===== src/rtl/x9_imem_pkg.sv =====
// x9 instruction memory shared definitions.
//   imem_state_t   : load state machine encoding (IDLE / LOAD / DONE)
//   X9_A_DEFAULT   : default address width (depth = 2**A words)
//   X9_W_DEFAULT   : default instruction width
//   X9_NOP_DEFAULT : default word presented while fetch is blocked
package x9_imem_pkg;

  typedef enum logic [1:0] {
    IDLE = 2'd0,
    LOAD = 2'd1,
    DONE = 2'd2
  } imem_state_t;

  localparam int unsigned X9_A_DEFAULT = 4;
  localparam int unsigned X9_W_DEFAULT = 9;
  localparam logic [X9_W_DEFAULT-1:0] X9_NOP_DEFAULT = '0;

endpackage


===== src/rtl/instr_mem_loader_imem_array.sv =====
// imem_array: 2**A x W storage, no reset on contents.
//   clk_i            : clock
//   we_i/waddr_i/wdata_i : synchronous write port
//   re_i/raddr_i     : synchronous read request; rdata_o holds when re_i = 0
//   rdata_o          : registered read data
module imem_array #(
  parameter int A = 4,
  parameter int W = 9
) (
  input  logic         clk_i,
  input  logic         we_i,
  input  logic [A-1:0] waddr_i,
  input  logic [W-1:0] wdata_i,
  input  logic         re_i,
  input  logic [A-1:0] raddr_i,
  output logic [W-1:0] rdata_o
);

  logic [W-1:0] mem_q [2**A];
  logic [W-1:0] rdata_q;

  always_ff @(posedge clk_i) begin
    if (we_i) mem_q[waddr_i] <= wdata_i;
    if (re_i) rdata_q <= mem_q[raddr_i];
  end

  assign rdata_o = rdata_q;

endmodule


===== src/rtl/instr_mem_loader.sv =====
// instr_mem_loader: loadable instruction memory for the x9 core.
//   clk_i, reset_i       : clock, synchronous active-high reset
//   load_start_i/len_i   : begin a program load of load_len_i words (1..2**A)
//   load_valid_i/data_i  : program word stream; load_ready_o accepts it
//   load_done_o          : one-cycle pulse after the last word is written
//   load_err_o           : one-cycle pulse for an illegal load length
//   busy_o               : state machine not in IDLE
//   fetch_en_i/addr_i    : fetch request (low = stall)
//   instr_out_o/valid_o  : fetched word, one cycle after the request
module instr_mem_loader
  import x9_imem_pkg::*;
#(
  parameter int          A   = X9_A_DEFAULT,
  parameter int          W   = X9_W_DEFAULT,
  parameter logic [W-1:0] NOP = {W{1'b0}}
) (
  input  logic         clk_i,
  input  logic         reset_i,
  input  logic         load_start_i,
  input  logic [A:0]   load_len_i,
  input  logic         load_valid_i,
  input  logic [W-1:0] load_data_i,
  output logic         load_ready_o,
  output logic         load_done_o,
  output logic         load_err_o,
  output logic         busy_o,
  input  logic         fetch_en_i,
  input  logic [A-1:0] fetch_addr_i,
  output logic [W-1:0] instr_out_o,
  output logic         instr_valid_o
);

  localparam int         DEPTH   = 2**A;
  localparam logic [A:0] LEN_MAX = (A+1)'(DEPTH);

  imem_state_t  state_q;
  logic [A-1:0] wr_ptr_q;
  logic [A:0]   count_q;
  logic         done_q, err_q;
  logic         valid_q, nop_q;
  logic [W-1:0] rdata;

  logic accept, len_ok, we, re;

  assign accept = (state_q == LOAD) && load_valid_i;
  assign len_ok = (load_len_i != '0) && (load_len_i <= LEN_MAX);
  // Reset wins over a same-cycle handshake so an aborted load stops at once.
  assign we     = accept && !reset_i;
  // Reads only in IDLE: a fetch can never collide with a program write.
  assign re     = fetch_en_i && (state_q == IDLE) && !reset_i;

  always_ff @(posedge clk_i) begin
    if (reset_i) begin
      state_q  <= IDLE;
      wr_ptr_q <= '0;
      count_q  <= '0;
      done_q   <= 1'b0;
      err_q    <= 1'b0;
    end else begin
      done_q <= 1'b0;
      err_q  <= 1'b0;
      case (state_q)
        IDLE: if (load_start_i) begin
          if (len_ok) begin
            state_q  <= LOAD;
            wr_ptr_q <= '0;
            count_q  <= load_len_i;
          end else begin
            err_q <= 1'b1;
          end
        end
        LOAD: if (accept) begin
          // wr_ptr wraps on a full-depth load; count decides termination.
          wr_ptr_q <= wr_ptr_q + A'(1);
          count_q  <= count_q - (A+1)'(1);
          if (count_q == (A+1)'(1)) begin
            state_q <= DONE;
            done_q  <= 1'b1;
          end
        end
        DONE:    state_q <= IDLE;
        default: state_q <= IDLE;
      endcase
    end
  end

  // Fetch side: nop_q selects the NOP word instead of the array read
  // register, so instr_out comes straight from flops either way.
  always_ff @(posedge clk_i) begin
    if (reset_i) begin
      nop_q   <= 1'b1;
      valid_q <= 1'b0;
    end else if (fetch_en_i) begin
      nop_q   <= (state_q != IDLE);
      valid_q <= (state_q == IDLE);
    end
  end

  imem_array #(.A(A), .W(W)) u_array (
    .clk_i   (clk_i),
    .we_i    (we),
    .waddr_i (wr_ptr_q),
    .wdata_i (load_data_i),
    .re_i    (re),
    .raddr_i (fetch_addr_i),
    .rdata_o (rdata)
  );

  assign load_ready_o  = (state_q == LOAD);
  assign busy_o        = (state_q != IDLE);
  assign load_done_o   = done_q;
  assign load_err_o    = err_q;
  assign instr_out_o   = nop_q ? NOP : rdata;
  assign instr_valid_o = valid_q;

endmodule


===== config.mk =====
export PLATFORM = sky130hd
export DESIGN_NAME = instr_mem_loader
export DESIGN_NICKNAME = d
export VERILOG_FILES = /design/src/rtl/x9_imem_pkg.sv /design/src/rtl/instr_mem_loader_imem_array.sv /design/src/rtl/instr_mem_loader.sv
export SDC_FILE = /design/constraint.sdc
export NUM_CORES = 1
export LEC_CHECK = 0
export BUFFER_PORTS_ARGS = -buffer_cell sky130_fd_sc_hd__buf_2
export CAP_MARGIN = 20
export CORE_UTILIZATION = 50
export DETAILED_ROUTE_END_ITERATION = 12
export GPL_ROUTABILITY_DRIVEN = 0
export GPL_TIMING_DRIVEN = 0
export PLACE_DENSITY = 0.67
export SLEW_MARGIN = 15
export SYNTH_ARGS = -nofsm -noshare
export SYNTH_HDL_FRONTEND = slang
export SYNTH_SLANG_ARGS = --single-unit
export TNS_END_PERCENT = 100

===== constraint.sdc =====
create_clock -name clk_i -period 3 [get_ports clk_i]
set_input_delay 0.3 -clock clk_i [delete_from_list [all_inputs] [get_ports clk_i]]
set_output_delay 0.3 -clock clk_i [all_outputs]
set_load 0.03 [all_outputs]

==> impl_results.md, run 1 <==
- Layout cells sized above 1: 0.256
- Placed Instance Area: 7180 sq um
- Leak: 2.63 nW
- CP Data Arrival Time: 2.48 ns
- Initial Util: 0.512
- Status: complete, no violations
- Die width: 118 um
- Initial antenna violation count: 2
- Yosys warns: 0
- Post-CTS resize count: 0
- Post-synth top area share: 0.678
- DR vias: 3302
- Clk slew on worst S/H paths: 0.06 ns
- Area contributors post-synth: edfxtp_1 (68%), mux4_1 (8.1%), mux4_2 (8.0%)
- Routed vias/inst: 5.70
- Wire length per cell: 22.3 um
- Int Power: 0.00407 W
- Switching power total: 0.00103 W
- Commonest non-fill, non-tap cells in the layout: edfxtp_1 (153), buf_2 (36), mux4_2 (24)
- Drt first pass iters: 4
- Worst hold path type: primary input to register
- CTS buffer count: 17
- Crit-path most repeated cell: nor2_1
- Sw Share: 0.203
- Cells after Synth: 339
- DIE HEIGHT: 118 um
- Max transition margin: 0.384
- Seq pwr share: 0.507
- Die area: 14000 sq um
- First-pass GRT wire length: 19.8 mm
- Longest Clk Path Bufs: 2
- Hold-critical path depth: 3
- Power share of the clock group: 0.437
- I/O Pins: 37
- Max-slew violations: 0
- Clk Tree Root Cell: clkbuf_16
- # hold bufs at CTS: 0
- Synthesized area: 6780 sq um
- Post-synthesis net count: 368
- Register area share after synthesis: 0.722
- Top Family by Delay on Critical Path: simple AND/OR/NAND/NOR gates
- Core box area: 13200 sq um
- Max Cap Viol: 0
- Diodes inserted: 0
- RSZ-0062 raised after global routing: no
- Clock insertion delay at the later pin of the skew report: 0.42 ns
- TNS Setup: 0 ns
- Crit Path Class: register to register
- Number of placement rows: 42
- Design Area, Final: 7790 sq um
- Buffers plus inverters on the worst setup path: 1
- # H-tree levels: 4
- CP Capture Type: register
- Netlist cell types: 40
- CTS tree: built
- Fin crit share: 0.811
- Worst Reg-to-Reg Cells: 5
- Detailed-route wire length: 12.9 mm
- Total power per unit cell area: 656 nW/um^2
- Crit path cell chain: buf_2, nand3b_1, nor2_1, nand2_1, nor2_1
- Final setup violating endpoints: 0
- Post-CTS Setup Repair Bufs: 0
- Combinational Power Share: 0.056
- Synth area leader: edfxtp_1
- Critical Path RT: 3.05 ns
- Fmax: 411 MHz
- CP Depth: 5
- Final Hold Vio Count: 0
- Period minus WS final: 2.43 ns
- HPWL after detailed placement: 8.41 mm
- Clock sink count: 168
- Slowest CP cell: nor2_1
- Worst-Margin Slew: 0.921 ns
- ANT nets after route: 0
- GRT overflow: 0
- Final Skew: 0.00701 ns
- Most common cell after layout, fill and taps aside: edfxtp_1
- Yosys reg bits: 168
- Detailed router's first-iteration violation count: 368
- GRT Overall Usage: 0.203
- Crit-path max FO: 10
- Vias in the first global route: 3319
- Max rail drop VDD: 0.406 mV
- Largest net degree at the start of global routing: 17
- Mean Syn Cell Area: 20.0 sq um
- Crit path largest cell delay: 0.77 ns
- Drt drc: 0
- Final #Nets: 419
- Port Buf Inserts: 32
- Area Overhead vs Synth: 14.9%
- CP startpoint kind: register
[state kept, by name (all words and copies together) (netlist names)]
name / cells
count_q: 5
instr_valid_o: 1
load_done_o: 1
load_err_o: 1
nop_q: 1
state_q: 2
u_array.mem_q: 144
u_array.rdata_o: 9
wr_ptr_q: 4
[power by group through the flow]
stage                     clock network [W]  registers [W]  logic [W]
final                               0.00223        0.00259   0.000286
after floorplan                           0        0.00264   0.000181
after global placement                    0        0.00264   0.000282
after detailed placement                  0        0.00264   0.000290
after global routing                0.00237        0.00259   0.000312
after CTS                           0.00225        0.00259   0.000290
[area by class of cell]
cell class              instances  area (sq um)
multi-input cells             148          1760
flip-flops and latches        168          4890
inverters                       7          26.3
repair buffers                 32           160
clock inverters                15           184
plain buffers                  16           114
well taps                     176           220
fillers                       994          5450
clock buffers                  17           425
[metrics by stage]
stage	util	instances	hold WS (ns)	total power (W)	setup WS, ns
global placement	0.541	547	0.458	0.00292	0.226
detailed placement	0.542	547	0.473	0.00293	0.577
CTS	0.588	579	0.104	0.00513	0.546
global route	0.588	579	0.125	0.00527	0.307
floorplan	-	339	0.390	0.00282	0.948
finish	0.588	579	0.117	0.00511	0.568
[cell families after synthesis]
family	count (synthesis)	synth area share
AO/OA/AOI/OAI	27	0.0260
XOR/XNOR	1	0.00129
adder cells (fa/ha/maj)	6	0.0111
buffers and inverters	23	0.0207
flip-flops	168	0.722
multiplexers	48	0.166
AND/OR/NAND/NOR	66	0.0532
[layer usage]
metal,wire (um),global-route usage,up-vias
met1,5640,0.276,1685
met5,32,0,-
li1,-,-,1504
met4,234,0.0767,4
met3,741,0.0642,24
met2,6240,0.311,85
[cells in the mapped netlist, drive strengths merged]
library cell	instances
and4b	3
o211ai	1
nor2	19
a22oi	1
a31oi	1
nor2b	11
a21oi	12
nor3	5
o21ai	1
o31a	2
a211oi	3
a2111oi	1
nor4	1
o22ai	1
nor4bb	1
nand2	9
nand2b	9
mux2i	2
mux4	45
mux2	1
and2	1
nand3	3
clkbuf	4
nand3b	1
nor3b	1
nor4b	1
a221oi	1
inv	7
o32ai	3
ha	6
buf	12
edfxtp	153
xnor2	1
dfxtp	15
or4	1
[tightest hold or removal path, stage by stage]
cell     delay (ns)
buf_2          0.12
nand2_1        0.05
nor2_1         0.03
[worst paths after layout]
check,from,endpoint,slack [ns]
hold reg to reg,instr_valid_o,instr_valid_o,0.48
setup reg to reg,state_q[0],u_array.mem_q[7][3],0.57
hold / removal,load_start_i,load_err_o,0.12
setup / recovery,state_q[0],u_array.mem_q[7][3],0.57
Power figures use the tool's default switching activity.
==> run 2: changes to the inputs <==
==> constraint.sdc (replaced) <==
create_clock -name clk_i -period 2.5 [get_ports clk_i]
set_input_delay 0.25 -clock clk_i [delete_from_list [all_inputs] [get_ports clk_i]]
set_output_delay 0.25 -clock clk_i [all_outputs]
set_load 0.03 [all_outputs]
==> impl_results.md, run 2 (same netlist as run 1, synthesis figures left out) <==
- Number of placement rows: 42
- Fin crit share: 0.948
- I/O Pins: 37
- Detailed router's first-iteration violation count: 345
- Total power per unit cell area: 782 nW/um^2
- Final Skew: 0.00735 ns
- Clock insertion delay at the later pin of the skew report: 0.42 ns
- Max FFs per register: 144
- Global Route met3 Usage: 0.0642
- ANT nets after route: 0
- Final #Nets: 419
- Die area: 14000 sq um
- Crit Path Class: register to register
- Post-CTS Setup Repair Bufs: 0
- Setup WS pre-CTS: 0.0768 ns
- Crit path cell chain: buf_2, nand3b_1, nor2_1, nand2_1, nor2_1
- GRT Overall Usage: 0.203
- GRT overflow: 0
- HPWL after detailed placement: 8.41 mm
- Die width: 118 um
- First-pass GRT wire length: 19.8 mm
- Top reg by flops: u_array.mem_q
- Layout cells sized above 1: 0.283
- Drt first pass iters: 4
- Status: complete, no violations
- DR vias: 3305
- Max transition margin: 0.431
- Critical Path RT: 2.55 ns
- Met1 Track Usage GR: 0.276
- Period minus WS final: 2.37 ns
- Slowest CP cell: nor2_1
- Max Cap Viol: 0
- Final Hold Vio Count: 0
- CP startpoint kind: register
- Longest Clk Path Bufs: 2
- Crit path largest cell delay: 0.71 ns
- TNS Setup: 0 ns
- Max rail drop VDD: 0.489 mV
- Vias in the first global route: 3319
- Final setup violating endpoints: 0
- CP Capture Type: register
- CTS buffer count: 17
- Clock sink count: 168
- Fmax: 422 MHz
- Port Buf Inserts: 32
- Crit-path most repeated cell: nor2_1
- Diodes inserted: 0
- Detailed-route wire length: 12.9 mm
- Commonest non-fill, non-tap cells in the layout: edfxtp_1 (153), buf_2 (36), mux4_2 (24)
- CP Data Arrival Time: 2.42 ns
- Largest net degree at the start of global routing: 17
- Area Overhead vs Synth: 15.6%
- RSZ-0062 raised after global routing: yes
- Initial antenna violation count: 2
- Most common cell after layout, fill and taps aside: edfxtp_1
- Worst-Margin Slew: 0.850 ns
- CTS tree: built
- Final WS setup: 0.129 ns
- Leak: 2.61 nW
- Worst hold path type: primary input to register
- Clk slew on worst S/H paths: 0.06 ns
- Crit-path max FO: 10
- Drt drc: 0
- Fillers: 987
- GRT Max-Usage Layer: met2
- DIE HEIGHT: 118 um
- Max-slew violations: 0
- Grt met2 use: 0.311
- Routed vias/inst: 5.71
- Clk Tree Root Cell: clkbuf_16
- Wire length per cell: 22.2 um
- Initial Util: 0.512
- Core box area: 13200 sq um
- # H-tree levels: 4
run 2: where the power goes:
part / total, W / leakage, nW / internal (W) / switching (W)
logic: 0.000343 / 0.821 / 0.000143 / 0.000200
registers: 0.00311 / 1.50 / 0.00309 / 0.0000172
clock network: 0.00267 / 0.293 / 0.00165 / 0.00102
run 2: worst paths after layout:
check                                    from                    to  slack [ns]  depth (start not counted)
worst max-delay path               state_q[0]  u_array.mem_q[13][5]        0.13                          5
worst min-delay path             load_start_i            load_err_o        0.07                          3
worst max register to register     state_q[0]  u_array.mem_q[13][5]        0.13                          5
worst min register to register  instr_valid_o         instr_valid_o        0.48                          2
run 2: timing repair:
item	in CTS	in global routing
gates resized for setup	0	14
hold buffers	0	0
setup endpoints to repair	0	112
run 2: final cells by class:
cell class	instances	area [sq um]	share of cell area
buffer	16	114	0.0145
tap	176	220	0.0281
clock buffer	17	425	0.0543
sequential	168	4890	0.625
clock inverter	15	184	0.0235
timing repair buffer	32	160	0.0204
multi-input combinational	148	1810	0.231
inverter	7	26.3	0.00335
run 2: worst max-delay path, delay by kind of cell (launching register included):
family / cells / cell delay [ns]
AND/OR/NAND/NOR: 4 / 1.42
flip-flops: 1 / 0.35
buffers and inverters: 1 / 0.22
run 2: routing by layer:
metal,vias up,part of all wire,wire length [um]
met5,-,0.0025,32
met1,1689,0.44,5700
li1,1506,-,-
met4,4,0.016,210
met3,22,0.054,692
met2,84,0.48,6240
run 2: per-stage QoR:
| step | hold WS, ns | cell area, sq um | std cells | utilization | total power, W |
|---|---|---|---|---|---|
| 2_1_floorplan | 0.340 | 6780 | 339 | - | 0.00338 |
| 3_3_place_gp | 0.458 | 7160 | 547 | 0.541 | 0.00350 |
| 3_5_place_dp | 0.473 | 7180 | 547 | 0.542 | 0.00352 |
| 4_1_cts | 0.0537 | 7790 | 579 | 0.588 | 0.00616 |
| 5_1_grt | 0.0746 | 7840 | 579 | 0.592 | 0.00632 |
| 6_report | 0.0651 | 7840 | 579 | 0.592 | 0.00613 |
